$ cat config.mk
export PLATFORM = sky130hd
export DESIGN_NAME = ttl_74163_counter
export DESIGN_NICKNAME = d
export VERILOG_FILES = /design/src/rtl/ttl_pkg.sv /design/src/rtl/ttl_74163_stage.sv /design/src/rtl/ttl_74163_counter.sv
export SDC_FILE = /design/constraint.sdc
export NUM_CORES = 1
export LEC_CHECK = 0
export CAP_MARGIN = 20
export CORE_AREA = 5 5 42 44
export CTS_BUF_LIST = sky130_fd_sc_hd__clkbuf_8
export DETAILED_ROUTE_END_ITERATION = 10
export DIE_AREA = 0 0 47 49
export GPL_TIMING_DRIVEN = 1
export SETUP_SLACK_MARGIN = 0.02
export SYNTH_ARGS = -nofsm -noshare
export SYNTH_HDL_FRONTEND = slang
export SYNTH_HIERARCHICAL = 1
export SYNTH_SLANG_ARGS = --single-unit
$ cat constraint.sdc
create_clock -name CLK -period 0.95 [get_ports CLK]
set_input_delay 0.1425 -clock CLK [delete_from_list [all_inputs] [get_ports CLK]]
set_output_delay 0.1425 -clock CLK [all_outputs]
set_load 0.03 [all_outputs]
$ cat src/rtl/ttl_pkg.sv
// Shared constants for the 74-series behavioural models.
// The delay constants are only used by builds that define TTL_74163_TIMING_EN.
`timescale 1ns/10ps
package ttl_pkg;
  localparam int NIBBLE = 4;

  // 74LS163 datasheet delays in ns.
  localparam int T163_CQ_MIN  = 0;
  localparam int T163_CQ_TYP  = 18;
  localparam int T163_CQ_MAX  = 27;
  localparam int T163_RCO_MIN = 0;
  localparam int T163_RCO_TYP = 14;
  localparam int T163_RCO_MAX = 23;
endpackage

$ cat src/rtl/ttl_74163_stage.sv
// One 74LS163 chip: sync clear, sync parallel load, count with ENP/ENT, and RCO.
// Define TTL_74163_TIMING_EN to get datasheet clock-to-Q and RCO delays.
`timescale 1ns/10ps
module ttl_74163_stage
  import ttl_pkg::*;
(
  input  logic              CLK,
  input  logic              CLR_N,
  input  logic              LOAD_N,
  input  logic              ENP,
  input  logic              ENT,
  input  logic [NIBBLE-1:0] D,
  output logic [NIBBLE-1:0] Q,
  output logic              RCO
);
  logic [NIBBLE-1:0] r_q;
  logic [NIBBLE-1:0] w_q_nxt;
  logic              w_rco;

  // Ternaries rather than if/else so an X control merges the branches into X.
  always_comb begin
    w_q_nxt = !LOAD_N ? D : ((ENP & ENT) ? r_q + 1'b1 : r_q);
  end

  always_ff @(posedge CLK) begin
    r_q <= !CLR_N ? '0 : w_q_nxt;
  end

  // Decoded from the visible Q, so in the timed build RCO lags Q.
  assign w_rco = ENT & (&Q);

`ifdef TTL_74163_TIMING_EN
  assign #(T163_CQ_MIN:T163_CQ_TYP:T163_CQ_MAX)    Q   = r_q;
  assign #(T163_RCO_MIN:T163_RCO_TYP:T163_RCO_MAX) RCO = w_rco;
`else
  assign Q   = r_q;
  assign RCO = w_rco;
`endif
endmodule

$ cat src/rtl/ttl_74163_counter.sv
// STAGES cascaded 74LS163 chips forming a 4*STAGES-bit synchronous counter.
// Each stage's ENT is the previous stage's RCO. Timing build: TTL_74163_TIMING_EN.
`timescale 1ns/10ps
module ttl_74163_counter
  import ttl_pkg::*;
#(
  parameter  int STAGES = 1,
  localparam int W      = NIBBLE * STAGES
) (
  input  logic         CLK,
  input  logic         CLR_N,
  input  logic         LOAD_N,
  input  logic         ENP,
  input  logic         ENT,
  input  logic [W-1:0] D,
  output logic [W-1:0] Q,
  output logic         RCO
);
  logic [STAGES:0] w_ent;

  assign w_ent[0] = ENT;

  for (genvar k = 0; k < STAGES; k++) begin : g_stage
    ttl_74163_stage u_stage (
      .CLK    (CLK),
      .CLR_N  (CLR_N),
      .LOAD_N (LOAD_N),
      .ENP    (ENP),
      .ENT    (w_ent[k]),
      .D      (D[k*NIBBLE +: NIBBLE]),
      .Q      (Q[k*NIBBLE +: NIBBLE]),
      .RCO    (w_ent[k+1])
    );
  end

  assign RCO = w_ent[STAGES];
endmodule

==> metrics.cfg <==
[run_status]
outcome=finished with violations
violations=setup timing

[worst_setup_path]
reg2reg_depth=4
end_kind=output pin
cp.buffers_inverters=1
crit_slowest_cell=dfxtp_4
crit_path_start_kind=flip-flop
critPathKind=flip-flop to output pin
slowest_delay_ns=0.35
crit_cells=3
critical-path-top-delay-family=flip-flops
crit_arrival_ns=1.00
path_cells=ha_4, and4_4, buf_6
worstPathRequired_ns=0.81
crit_fanout=2
reg2reg_slack_ns=-0.11

[timing]
finalHoldViolCount=0
max_slew_margin=0.8505
rsz0062_at_grt=yes
worstMarginPinSlew_ns=0.2235
fin_skew_ns=0.002101
min_period_over_period=1.204
setup_viol=6
max_freq_mhz=874.4
setup_ws_ns=-0.1936
period_needed_ns=1.144
slew_violations=0
tns_ns=-0.6371

[synthesis]
syn_area_per_cell_um2=8.550
synth-seq-cells=4
yosys_warnings=6
synth.distinct_cells=15
syn_area_um2=205.2
yosysSeqAreaShare=0.3902
netlist_instances=24
syn-num-nets=34

[power_and_ir_drop]
leakagePower_uw=0.0002245
finalPower_uw=752.8
p_per_area_nw_per_um2=1393
ir_drop_uv=754.8

[cts]
clock_latency_ns=0.22
cts_made_buffers=3
cts.clk_slew.worst_paths_ns=0.03
clock_path_buffers=2
htreeDepth=1
tritoncts=built
cts_hold_buf=0
cts_root_buf=clkbuf_8
cts_sinks=4

[worst_hold_path]
hold_path_class=input port to flip-flop
hold_depth=4

[routing]
first_pass_iters=4
ant_nets=0
vias_per_cell=4.149
first_iter_violations=5
wl_per_cell_um=10.28
vias=278
route.detailed.drc=0
postRouteWirelength_um=689

[run]
drv_cap=0

[final_layout]
regArea_um2=92.59
multi_input_area_um2=170.2
n_antenna_cell=0
post-route-cell-area_um2=540.5
final_cell_mix=10 x buf_4, 6 x clkdlybuf4s50_1, 5 x buf_6
drive_gt1_frac=0.5882
syn2layout_area_growth_pct=163.4
largest_reg_flops=4
fillers=158
layout.nets=62
final_common_cell=buf_4

[die]
start_util=0.1464
core_um2=1401
die_area_um2=2303
die_width_um=47
core.rowCount=14
die_h_um=49
boundaryPins=14

[global_routing]
grt_start_max_net_pins=8
overflow=0
grt_antenna_before_repair=0
grt_pass1_vias=299
grt_use_total=0.07259
grt_pass1_wl_um=1159

[placement]
port_buffers=13
routabilityCongestion=0.6799
place_area_um2=431.7

## cells by family (layout without fill, tap and decap cells)
kind of cell | after synthesis | in the layout | share of synthesized area
flip-flops | 4 | 4 | 0.3903
AO/OA/AOI/OAI | 7 | 7 | 0.2073
adder cells (fa/ha/maj) | 1 | 1 | 0.06097
AND/OR/NAND/NOR | 9 | 9 | 0.2378
buffers and inverters | 1 | 28 | 0.01828
XOR/XNOR | 2 | 2 | 0.08538
## final cells by class
type	instances	area share
sequential	4	0.1713
clock buffer	3	0.07639
inverter	1	0.006944
multi-input combinational	19	0.3148
clock inverter	1	0.006944
timing repair buffer	23	0.3866
tap	16	0.03704
## cell usage after synthesis, drive strengths merged
cell type  count  area, um^2
nor2           2       7.510
a211oi         1       7.510
nand3          3       15.01
ha             1       12.51
nand2          2       10.01
or3            1       6.260
xor2           2       17.52
a311oi         1       8.760
a31oi          1       6.260
a21oi          1       5.000
o21ai          3       15.01
and4           1       10.01
dfxtp          4       80.08
inv            1       3.750
## per-stage QoR
step,utilization,cells,hold slack [ns],setup WS (ns)
finish,0.3857,67,0.4444,-0.1936
global route,0.3857,67,0.4866,-0.2309
CTS,0.3688,67,0.4464,-0.2073
detailed placement,0.3080,60,0.5269,-0.3658
global placement,0.3080,60,0.5042,-0.3115
floorplan,-,24,0.2248,-0.02104
## power by group
group / total (uW) / leakage, uW / switching [uW] / internal [uW]
logic: 190 / 0.000162 / 84.7 / 106
clock network: 368 / 0.0000269 / 92.1 / 276
registers: 194 / 0.0000353 / 12.7 / 182
## repair_timing
item | in CTS | in global routing
pin swaps | 6 | 2
cloned | 0 | 0
setup buffers | 3 | 0
setup endpoints to repair | 7 | 8
gates resized for setup | 7 | 4
## worst paths after layout
kind	startpoint	endpoint
max	g_stage[0].u_stage/Q[1]	RCO
min	ENT	g_stage[0].u_stage/Q[1]
max reg2reg	g_stage[0].u_stage/Q[0]	g_stage[0].u_stage/Q[3]
min reg2reg	g_stage[0].u_stage/Q[3]	g_stage[0].u_stage/Q[3]
## worst reg2reg max path: cells and delay by family (launching register included)
family,cells,cell delay (ns)
flops,1,0.35
simple gates,2,0.36
compound gates,1,0.14
buf+inv,1,0.12
## layer usage
layer	vias to the layer above	GRT usage	wire length (um)
li1	143	-	-
met1	118	0.08150	292
met2	15	0.1018	296
met3	2	0.04428	92
met4	0	0.04147	8
met5	-	0	0
No activity file was read; power rests on OpenSTA's default activity.
